<file path="src/rtl/apb_gpio_ext.sv">
// rtl/apb_gpio_ext.sv - APB GPIO block with synchronizer, debounce and interrupts
//
// Purpose: WIDTH-pin general purpose I/O on an APB register slave. Pin inputs
// are double-flop synchronized, optionally debounced per pin, and feed
// edge/level interrupt detection with a per-pin enable mask.
//
// Ports:
//   PCLK, PRESET          clock, synchronous active-high reset
//   PSEL, PENABLE, PWRITE APB control
//   PADDR[7:2], PWDATA    APB word address and write data
//   PRDATA, PREADY,       APB read data, always-ready, error on unmapped offset
//   PSLVERR
//   PORTIN                raw asynchronous pin inputs
//   PORTOUT, PORTEN       pin output data and per-pin drive enable
//   GPIOINT, COMBINT      per-pin masked interrupts and their OR

module apb_gpio_ext #(
    parameter int WIDTH = 8,
    parameter int DBW   = 4
) (
    input  logic             PCLK,
    input  logic             PRESET,
    input  logic             PSEL,
    input  logic [7:2]       PADDR,
    input  logic             PENABLE,
    input  logic             PWRITE,
    input  logic [31:0]      PWDATA,
    output logic [31:0]      PRDATA,
    output logic             PREADY,
    output logic             PSLVERR,
    input  logic [WIDTH-1:0] PORTIN,
    output logic [WIDTH-1:0] PORTOUT,
    output logic [WIDTH-1:0] PORTEN,
    output logic [WIDTH-1:0] GPIOINT,
    output logic             COMBINT
);

    // Word indices of the register map (byte offset >> 2).
    localparam logic [5:0] REG_DATA    = 6'd0;
    localparam logic [5:0] REG_DOUT    = 6'd1;
    localparam logic [5:0] REG_OESET   = 6'd2;
    localparam logic [5:0] REG_OECLR   = 6'd3;
    localparam logic [5:0] REG_DOSET   = 6'd4;
    localparam logic [5:0] REG_DOCLR   = 6'd5;
    localparam logic [5:0] REG_IESET   = 6'd6;
    localparam logic [5:0] REG_IECLR   = 6'd7;
    localparam logic [5:0] REG_INTTYPE = 6'd8;
    localparam logic [5:0] REG_INTPOL  = 6'd9;
    localparam logic [5:0] REG_INTBOTH = 6'd10;
    localparam logic [5:0] REG_INTSTAT = 6'd11;
    localparam logic [5:0] REG_DBTHR   = 6'd12;
    localparam logic [5:0] REG_DBEN    = 6'd13;

    // ------------------------------------------------------------------
    // Register state
    // ------------------------------------------------------------------
    logic [WIDTH-1:0] port_out;
    logic [WIDTH-1:0] port_en;
    logic [WIDTH-1:0] int_en;
    logic [WIDTH-1:0] int_type;
    logic [WIDTH-1:0] int_pol;
    logic [WIDTH-1:0] int_both;
    logic [WIDTH-1:0] int_stat;
    logic [DBW-1:0]   db_thr;
    logic [WIDTH-1:0] db_en;

    // Input path state
    logic [WIDTH-1:0] sync1;
    logic [WIDTH-1:0] sync2;
    logic [WIDTH-1:0] stable;
    logic [WIDTH-1:0] prev_stable;
    logic [DBW-1:0]   db_cnt [WIDTH];

    // ------------------------------------------------------------------
    // Bus decode
    // ------------------------------------------------------------------
    logic             addr_ok;
    logic             access;
    logic             wr_en;
    logic [WIDTH-1:0] wdata;
    logic [DBW-1:0]   thr_wdata;
    logic             unused_pwdata;

    assign addr_ok   = (PADDR <= REG_DBEN);
    assign access    = PSEL & PENABLE;
    assign wr_en     = access & PWRITE & addr_ok;
    assign wdata     = PWDATA[WIDTH-1:0];
    assign thr_wdata = PWDATA[DBW-1:0];
    // Data bits beyond the pin count (or counter width) are dropped on write.
    assign unused_pwdata = ^PWDATA;

    assign PREADY  = 1'b1;
    assign PSLVERR = access & ~addr_ok & ~PRESET;

    // ------------------------------------------------------------------
    // Control register writes
    // ------------------------------------------------------------------
    always_ff @(posedge PCLK) begin
        if (PRESET) begin
            port_out <= '0;
            port_en  <= '0;
            int_en   <= '0;
            int_type <= '0;
            int_pol  <= '0;
            int_both <= '0;
            db_thr   <= '0;
            db_en    <= '0;
        end else if (wr_en) begin
            case (PADDR)
                REG_DATA:    port_out <= wdata;
                REG_DOUT:    port_out <= wdata;
                REG_OESET:   port_en  <= port_en | wdata;
                REG_OECLR:   port_en  <= port_en & ~wdata;
                REG_DOSET:   port_out <= port_out | wdata;
                REG_DOCLR:   port_out <= port_out & ~wdata;
                REG_IESET:   int_en   <= int_en | wdata;
                REG_IECLR:   int_en   <= int_en & ~wdata;
                REG_INTTYPE: int_type <= wdata;
                REG_INTPOL:  int_pol  <= wdata;
                REG_INTBOTH: int_both <= wdata;
                REG_DBTHR:   db_thr   <= thr_wdata;
                REG_DBEN:    db_en    <= wdata;
                default: ;
            endcase
        end
    end

    // ------------------------------------------------------------------
    // Synchronizer and per-pin debounce
    // ------------------------------------------------------------------
    logic           db_thr_zero;
    logic [DBW-1:0] db_thr_m1;

    assign db_thr_zero = (db_thr == '0);
    assign db_thr_m1   = db_thr - DBW'(1);

    always_ff @(posedge PCLK) begin
        if (PRESET) begin
            sync1       <= '0;
            sync2       <= '0;
            stable      <= '0;
            prev_stable <= '0;
            for (int i = 0; i < WIDTH; i++) begin
                db_cnt[i] <= '0;
            end
        end else begin
            sync1       <= PORTIN;
            sync2       <= sync1;
            prev_stable <= stable;
            for (int i = 0; i < WIDTH; i++) begin
                if (!db_en[i] || db_thr_zero) begin
                    stable[i] <= sync2[i];
                    db_cnt[i] <= '0;
                end else if (sync2[i] == stable[i]) begin
                    db_cnt[i] <= '0;
                end else if (db_cnt[i] >= db_thr_m1) begin
                    // ">=" so a counter left above a freshly lowered
                    // threshold commits on its next mismatch and never wraps.
                    stable[i] <= sync2[i];
                    db_cnt[i] <= '0;
                end else begin
                    db_cnt[i] <= db_cnt[i] + DBW'(1);
                end
            end
        end
    end

    // ------------------------------------------------------------------
    // Interrupt detection
    // ------------------------------------------------------------------
    logic [WIDTH-1:0] rise;
    logic [WIDTH-1:0] fall;
    logic [WIDTH-1:0] edge_hit;
    logic [WIDTH-1:0] level_hit;
    logic [WIDTH-1:0] stat_clr;

    assign rise      = stable & ~prev_stable;
    assign fall      = ~stable & prev_stable;
    assign edge_hit  = (int_both & (rise | fall))
                     | (~int_both & ((int_pol & rise) | (~int_pol & fall)));
    assign level_hit = ~(stable ^ int_pol);
    assign stat_clr  = (wr_en && (PADDR == REG_INTSTAT)) ? wdata : '0;

    // Edge pins: a new edge beats a simultaneous W1C; otherwise hold.
    // Level pins track the pin and ignore W1C. A level->edge switch keeps
    // whatever the level logic last produced.
    always_ff @(posedge PCLK) begin
        if (PRESET) begin
            int_stat <= '0;
        end else begin
            int_stat <= (int_type & (edge_hit | (int_stat & ~stat_clr)))
                      | (~int_type & level_hit);
        end
    end

    assign GPIOINT = PRESET ? '0 : (int_stat & int_en);
    assign COMBINT = |GPIOINT;
    assign PORTOUT = port_out;
    assign PORTEN  = port_en;

    // ------------------------------------------------------------------
    // Read mux
    // ------------------------------------------------------------------
    logic [31:0] rd_val;

    always_comb begin
        rd_val = '0;
        case (PADDR)
            REG_DATA:    rd_val = 32'(stable);
            REG_DOUT:    rd_val = 32'(port_out);
            REG_OESET:   rd_val = 32'(port_en);
            REG_OECLR:   rd_val = 32'(port_en);
            REG_DOSET:   rd_val = 32'(port_out);
            REG_DOCLR:   rd_val = 32'(port_out);
            REG_IESET:   rd_val = 32'(int_en);
            REG_IECLR:   rd_val = 32'(int_en);
            REG_INTTYPE: rd_val = 32'(int_type);
            REG_INTPOL:  rd_val = 32'(int_pol);
            REG_INTBOTH: rd_val = 32'(int_both);
            REG_INTSTAT: rd_val = 32'(int_stat);
            REG_DBTHR:   rd_val = 32'(db_thr);
            REG_DBEN:    rd_val = 32'(db_en);
            default:     rd_val = '0;
        endcase
    end

    assign PRDATA = (PSEL && !PWRITE && addr_ok && !PRESET) ? rd_val : '0;

endmodule

</file>
<file path="config.mk">
export PLATFORM = sky130hd
export DESIGN_NAME = apb_gpio_ext
export DESIGN_NICKNAME = d
export VERILOG_FILES = /design/src/rtl/apb_gpio_ext.sv
export SDC_FILE = /design/constraint.sdc
export NUM_CORES = 1
export LEC_CHECK = 0
export ABC_AREA = 1
export CORE_UTILIZATION = 35
export CTS_CLUSTER_SIZE = 25
export DETAILED_ROUTE_END_ITERATION = 16
export HOLD_SLACK_MARGIN = 0.08
export PLACE_DENSITY_LB_ADDON = 0.12
export REMOVE_ABC_BUFFERS = 1
export SLEW_MARGIN = 25
export SYNTH_ARGS = -nofsm -noshare
export SYNTH_HDL_FRONTEND = slang
export SYNTH_SLANG_ARGS = --single-unit
</file>
<file path="constraint.sdc">
create_clock -name PCLK -period 1.95 [get_ports PCLK]
set_input_delay 0.39 -clock PCLK [delete_from_list [all_inputs] [get_ports PCLK]]
set_output_delay 0.39 -clock PCLK [all_outputs]
set_load 0.1 [all_outputs]
</file>
==> metrics.yaml <==
hold_path:
  hold_path_end: "sync2[6]"
  hold_class: "flop to flop"
  worstHoldStart: "sync1[6]"
  min_path_cells: 2
global_routing:
  grt_usage: 0.203
  grt_start_max_net_pins: 44
  grt_first_pass_wirelength_mm: 35.0
  grt-ovfl-total: 0
  grt_pass1_vias: 6585
  antenna_found_initial: 0
synthesis:
  yosys.cell_count.top_type: "nand2_1"
  yosys.area.top_type: "dfxtp_1"
  yosysTopAreaCellShare: 0.260
  synth_ff_type: "dfxtp_1"
  yosys_warnings: 0
  synth_edf_count: 32
  async_reset_ff_frac: 0
  ys_seq_area_frac: 0.384
  synth_area_um2: 7710
  synthTopCellsByCount: "221 x nand2_1, 187 x nor2_1, 164 x inv_1, 100 x dfxtp_1, 84 x nand3_1"
  netlist_top_cells_area: "dfxtp_1 26%, edfxtp_1 12%, nand2_1 11%, nor2_1 9.1%, inv_1 8.0%"
  yosysUniqueCellTypes: 31
  synth.avg_cell_area_um2: 6.99
  synthCells: 1103
  ys_ff_latch: 132
place:
  numPortBuffers: 60
  pre_cts_slack_ns: -0.750
  gp_congestion: 0.894
  hpwl_mm: 16.6
  dpl-instance-area_um2: 9610
sta:
  whs_ns: 0.401
  period_minus_slack_ns: 2.13
  tightest_slew_ns: 0.630
  finalSetupViolations: 8
  fmax_mhz: 469
  hold_viol_final: 0
  finalCritPeriodShare: 1.09
  slew_headroom: 0.580
  fin_worst_skew_ns: 0.00836
  rsz0062_at_grt: "true"
  slew_violations: 0
  layout_setup_ws_ns: -0.184
layout:
  diodes: 0
  nFillCells: 2060
  final_util: 0.505
  layout-drive-gt1-share: 0.210
  final_area_um2: 10700
  syn2layout_area_growth_pct: 39.5
  nets: 1398
detailed_routing:
  firstDrtPassIters: 5
  route.detailed.drc: 0
  drtAntennaViolNets: 0
  wl_per_cell_um: 13.8
  routed-via-count: 7175
  wirelength_mm: 21.9
  drt-initial-drc-count: 435
  vias_per_cell: 4.52
floorplanning:
  die_w_um: 150
  die_y_um: 150
  row_count: 53
  design.die.area_um2: 22600
  ios: 110
  core_um2: 21300
  initial_utilization: 0.362
worst_setup_path:
  critPathArrivalTime_ns: 1.74
  cp.required_ns: 1.56
  cp_max_fo: 7
  r2r-end: "db_cnt[0][15]"
  path_class: "primary input to output pin"
  regToRegStartpoint: "db_thr[1]"
  reg2reg_slack_ns: 0.16
  r2r_cells: 11
  cp-end-kind: "output pin"
  critPathLaunchType: "primary input"
  crit_start: "PADDR[7]"
power_and_ir_drop:
  fin_total_pwr_mw: 7.00
  vdd_drop_max_mv: 0.563
  power_leakage_nw: 4.86
  power_density_nw_per_um2: 652
clock_tree:
  cts_tree: "built"
  clkLatencyLatePin_ns: 0.42
  ctsLongestPathBuffers: 2
  cts_buffers: 17
  cts_root_buf: "clkbuf_16"
  htreeDepth: 4
  clkTransAtPathRegs_ns: 0.05
  cts_num_sinks: 132
job:
  cap_violations: 0
status:
  violations: "negative setup slack"
  status: "finished with violations"
==> metal layers <==
| metal | track usage | share of wire | vias to the layer above | wire, µm |
|---|---|---|---|---|
| met5 | 0 | 0 | - | 0 |
| met1 | 0.272 | 0.47 | 3142 | 10400 |
| met2 | 0.321 | 0.45 | 195 | 9920 |
| li1 | - | - | 3804 | - |
| met4 | 0.0712 | 0.020 | 0 | 429 |
| met3 | 0.0418 | 0.052 | 34 | 1130 |
==> cell usage in the layout (no fill, tap or decap), types with 9 or more instances in the layout <==
cell / synthesis / routed
inv_1: 164 / 157
buf_4: 28 / 101
nand3_1: 84 / 75
dfxtp_1: 100 / 91
xnor2_1: 17 / 16
conb_1: 2 / 57
edfxtp_1: 32 / 32
clkbuf_16: 0 / 17
clkdlybuf4s50_1: 0 / 19
nor2_2: 7 / 14
nor2_1: 187 / 167
buf_12: 0 / 32
inv_2: 5 / 11
nor2_4: 5 / 18
o21ai_0: 83 / 78
buf_6: 0 / 12
nand2_1: 221 / 203
nand2_2: 1 / 13
ha_1: 49 / 48
a21oi_1: 58 / 54
nand4_1: 9 / 9
==> layout make-up <==
class	instances	area [µm²]	share of cell area
inverters	170	641	0.0596
well taps	275	344	0.0320
repair buffers	168	1750	0.163
flip-flops and latches	132	2980	0.277
multi-input cells	809	4420	0.411
clock buffers	23	458	0.0426
clock inverters	9	153	0.0142
==> how the worst max path moves through the flow <==
stage,to,slack (ns),cells after the start
after floorplan,COMBINT,-1.82,3
after global placement,PRDATA[0],-0.77,11
after detailed placement,PRDATA[5],-0.75,10
after CTS,PRDATA[6],-0.20,11
after global routing,PRDATA[3],-0.29,14
final,PRDATA[1],-0.18,10
==> repair_timing <==
action / in CTS / in global routing
endpoints found under the hold margin: 0 / 0
setup buffers: 7 / 5
setup endpoints to repair: 30 / 53
gates cloned: 1 / 0
pin swaps: 27 / 38
hold buffers: 0 / 0
resized for setup: 90 / 70
==> cells by family after synthesis <==
group / count (synthesis) / share of synthesized area
other cells: 2 / 0.000974
compound gates: 153 / 0.101
buf+inv: 217 / 0.120
simple gates: 525 / 0.285
xor+xnor: 25 / 0.0284
flops: 132 / 0.384
fa+ha+maj: 49 / 0.0795
==> through the flow <==
step / std cells / setup TNS, ns
6_report: 1586 / -1.33
4_1_cts: 1582 / -1.26
5_1_grt: 1586 / -2.09
3_3_place_gp: 1544 / -30.21
3_5_place_dp: 1544 / -33.28
2_1_floorplan: 1111 / -26.39
==> worst max-delay path: stages <==
cell and delay, ns:
buf_6 0.09, nor2_4 0.16, buf_12 0.18, nand2_8 0.07, nor2_1 0.20, nand2_1 0.11, o211ai_1 0.10, nor2_1 0.08
nor2_2 0.16, buf_12 0.19
==> where the power goes <==
group          switching (mW)  leakage (nW)  internal, mW
clock                    1.20         0.299          2.17
combinational           0.508          3.41         0.217
sequential             0.0531          1.15          2.86
(Power assumes the default switching activity.)
==> RTL edit 1: new RTL, same flow settings <==
Change the parameter `WIDTH` from 8 to 4.
--- a/src/rtl/apb_gpio_ext.sv
+++ b/src/rtl/apb_gpio_ext.sv
@@ -15,7 +15,7 @@
 //   GPIOINT, COMBINT      per-pin masked interrupts and their OR
 
 module apb_gpio_ext #(
-    parameter int WIDTH = 8,
+    parameter int WIDTH = 4,
     parameter int DBW   = 4
 ) (
     input  logic             PCLK,
Ports: changed (resized GPIOINT, PORTEN, PORTIN and PORTOUT); port bits go from 110 to 94. The function was not compared with the original's and may differ.
==> RTL edit 1 against the original RTL <==
  * The run still ends with setup timing left
  * Count of clock-buffer cells in the layout down 14
  * Area after synthesis down 44%
  * Cell area down 45%
  * Power down 49%
  * Worst setup slack better by 74 ps
  * Wire length down 46%
  * Via count down 44%
  * Sequential cell count down 64
  * Largest power group unchanged
  * Highest routed layer unchanged
==> RTL edit 1: results (changes against the original RTL) <==
metric	value	unit	change
status	finished with violations		unchanged
violations	setup timing		unchanged
worst-path-max-fanout	8		was 7
via_count	4027		was 7175
routedWlPerCell	13.3	um	was 13.8 um
synth_common_cells	nand2_1, nor2_1, inv_1, nand3_1, dfxtp_1		was nand2_1, nor2_1, inv_1, dfxtp_1, nand3_1
ff2ff_path_depth	9		was 11
dr.pass1.iters	4		was 5
dpl_cell_area	5360	sq um	was 9610 sq um
grt_pass1_vias	3854		was 6585
drive_above_1_share	22.0	%	was 21.0%
ir_worst_vdd	0.000397	V	was 0.000563 V
ys_seq_area_share	35.2	%	was 38.4%
portBuffers	36		was 60
r2r_start	db_thr[0]		was db_thr[1]
finalSetupViolations	4		was 8
cts_htree_levels	3		was 4
cts-buffers-inserted	9		was 17
skew	6.08	ps	was 8.36 ps
synth_edf_count	16		was 32
wl	11800	um	was 21900 um
p_leak	2.71	nW	was 4.86 nW
layout_setup_ws	-109	ps	was -184 ps
grt_max_degree	33		was 44
diodes	0		unchanged
hpwl	9330	um	was 16600 um
drt_iter0_markers	198		was 435
r2r-end	db_cnt[1][2]		was db_cnt[0][15]
p_int	0.00247	W	was 0.00525 W
dp.cells	865		was 1544
place_congestion	0.937		was 0.894
synthCells	619		was 1103
grt_pass1_wl	19200	um	was 35000 um
r2r_slack	190	ps	was 160 ps
==> RTL edit 1: worst max-delay path by stage <==
| stage | slack, ps | start | endpoint | cells after the start |
|---|---|---|---|---|
| after floorplan | -1830 | PRESET | COMBINT | 3 |
| after global placement | -620 | PADDR[3] | PRDATA[0] | 11 |
| after detailed placement | -620 | PADDR[3] | PRDATA[0] | 11 |
| after CTS | -130 | PADDR[2] | PRDATA[0] | 11 |
| after global routing | -200 | PADDR[2] | PRDATA[3] | 13 |
| final | -110 | PADDR[7] | PRDATA[0] | 12 |
==> RTL edit 1: final cells by class <==
cell class              count  area (sq um)
fillers                  1222          6140
multi-input cells         457          2490
flip-flops and latches     68          1520
repair buffers            102          1030
inverters                  99           374
clock buffers               9           225
well taps                 147           184
clock inverters             7          42.5
==> RTL edit 1: cells by family (layout without fill, tap and decap cells) <==
kind of cell	after synthesis	count (layout)	share of synthesized area, %
adder cells (fa/ha/maj)	25	25	7.23
buffers and inverters	137	217	14.7
AND/OR/NAND/NOR	295	295	30.6
flip-flops	68	68	35.2
XOR/XNOR	13	13	2.63
AO/OA/AOI/OAI	79	79	9.51
other	2	45	0.174
==> RTL edit 1: what timing repair did <==
item,CTS,global route
endpoints found under the setup margin,27,24
pin swaps,22,5
setup buffers,6,2
resized for setup,75,9
gates cloned,1,0
==> RTL edit 1: routing by layer <==
metal  share of wire, %  global-route usage (%)  vias up  wire [um]
met4                1.5                    6.75        0        178
met2                 48                    34.0       81       5660
met5                  0                       0        -          0
li1                   -                       -     2133          -
met1                 46                    24.6     1799       5440
met3                4.3                    3.00       14        504
==> RTL edit 1: worst max-delay path: stages <==
cell	delay (ps)
buf_2	120
nor2_4	100
buf_12	150
buf_8	110
buf_6	110
nand3_1	80
nand2_1	90
nor2_1	50
nand2_1	50
nor2_1	50
nor2_2	170
buf_12	200
==> RTL edit 1: per-stage QoR <==
stage / worst slack, ps / hold WS (ps) / setup TNS (ps)
6_report: -109 / 403 / -328
5_1_grt: -198 / 415 / -665
4_1_cts: -126 / 405 / -396
3_5_place_dp: -623 / 398 / -11670
3_3_place_gp: -622 / 392 / -10320
2_1_floorplan: -1830 / 388 / -7570
==> RTL edit 1: power by group through the flow <==
stage,clock network (W),logic (W),registers (W)
2_1_floorplan,0,0.000377,0.00152
3_3_place_gp,0,0.000540,0.00152
3_5_place_dp,0,0.000543,0.00153
4_1_cts,0.00152,0.000571,0.00150
5_1_grt,0.00158,0.000617,0.00150
6_report,0.00150,0.000576,0.00149
==> RTL edit 2: new RTL, same settings <==
Without the edit above. Register the output `PSLVERR`, with the module's reset; this adds one clock of latency there. The other outputs are not delayed to match.
--- a/src/rtl/apb_gpio_ext.sv
+++ b/src/rtl/apb_gpio_ext.sv
@@ -90,7 +90,13 @@
     assign unused_pwdata = ^PWDATA;
 
     assign PREADY  = 1'b1;
-    assign PSLVERR = access & ~addr_ok & ~PRESET;
+    always_ff @(posedge PCLK) begin
+        if (PRESET) begin
+            PSLVERR <= '0;
+        end else begin
+            PSLVERR <= access & ~addr_ok & ~PRESET;
+        end
+    end
 
     // ------------------------------------------------------------------
     // Control register writes
Check against the original RTL: not equivalent (a bounded check fails within 4 cycles, from zero or initial values and one cycle with PRESET high).
==> RTL edit 2 against the original RTL <==
  * The flow still finishes with violations (setup timing)
  * Cell area increased by 2.0%
  * Power decreased by 5.6%
  * Core utilization fell by 0.27 points
  * Worst setup slack lost 31 ps
  * Wire length up 4.4%
  * Sequential cell count increased by 1
  * Non-clock buffer count increased by 26
  * Area after synthesis grew 0.99%
  * Combinational power grew 9.7%
  * Die area increased by 0.98%
  * Register-to-register slack lost 40 ps
  * Critical path type unchanged
  * Critical endpoint is now PRDATA[7]
  * Largest cell class unchanged
  * Largest power group is now sequential cells
==> RTL edit 2: results (changes against the original RTL) <==
metric	value	unit	change
wl_met2	10800	um	was 9920 um
clk_share	4.73	%	was 5.68%
hp-class	input pin to flip-flop		was flip-flop to flip-flop
post-cts-setup-buffers	15		was 7
violations	setup timing		unchanged
cp_slowest_cell	nor2_4		was nor2_1
use_met3	4.34	%	was 4.18%
cts_num_sinks	133		was 132
fin_nets	1409		was 1398
layout_setup_ws	-214	ps	was -184 ps
power_frac_clock	43.7	%	was 48.1%
num-multi-input-gates	796		was 809
synthTopCellsByArea	dfxtp_1, edfxtp_1, nand2_1		unchanged
drive_above_1_share	22.8	%	was 21.0%
drt_iter0_markers	344		was 435
p_leak	4.96	nW	was 4.86 nW
track_usage	21.2	%	was 20.3%
status	finished with violations		unchanged
finalSetupViolations	8		unchanged
yosysUniqueCellTypes	30		was 31
seqPwrFrac	44.3	%	was 41.6%
multi_input_area	4380	sq um	was 4420 sq um
nonClockInverterCount	167		was 170
buffer_area_share	19.1	%	was 16.3%
hpwl	17400	um	was 16600 um
routedLengthMet1	10900	um	was 10400 um
arrival	1770	ps	was 1740 ps
dp.cells	1550		was 1544
[RTL edit 2: kinds of logic after synthesis]
kind of cell	Yosys count	share of synthesized area [%]
adders and majority gates	49	7.88
and+or+nand+nor	509	28.1
xor gates and xnor gates	25	2.81
buffers and inverters	227	12.5
other	2	0.0965
AOI/OAI and AO/OA	156	10.2
DFF	133	38.3
[RTL edit 2: path summary, 6_finish.rpt]
path | startpoint | to | slack [ps] | depth (start not counted)
setup / recovery | PADDR[6] | PRDATA[7] | -210 | 13
hold / removal | PSEL | PSLVERR | 260 | 3
setup reg to reg | db_thr[0] | db_cnt[0][15] | 120 | 10
hold reg to reg | sync1[6] | sync2[6] | 400 | 2
[RTL edit 2: through the flow]
stage	total power, W	worst slack (ps)
6_report	0.00661	-214
4_1_cts	0.00666	-221
3_3_place_gp	0.00370	-758
3_5_place_dp	0.00370	-728
5_1_grt	0.00689	-291
2_1_floorplan	0.00340	-1840
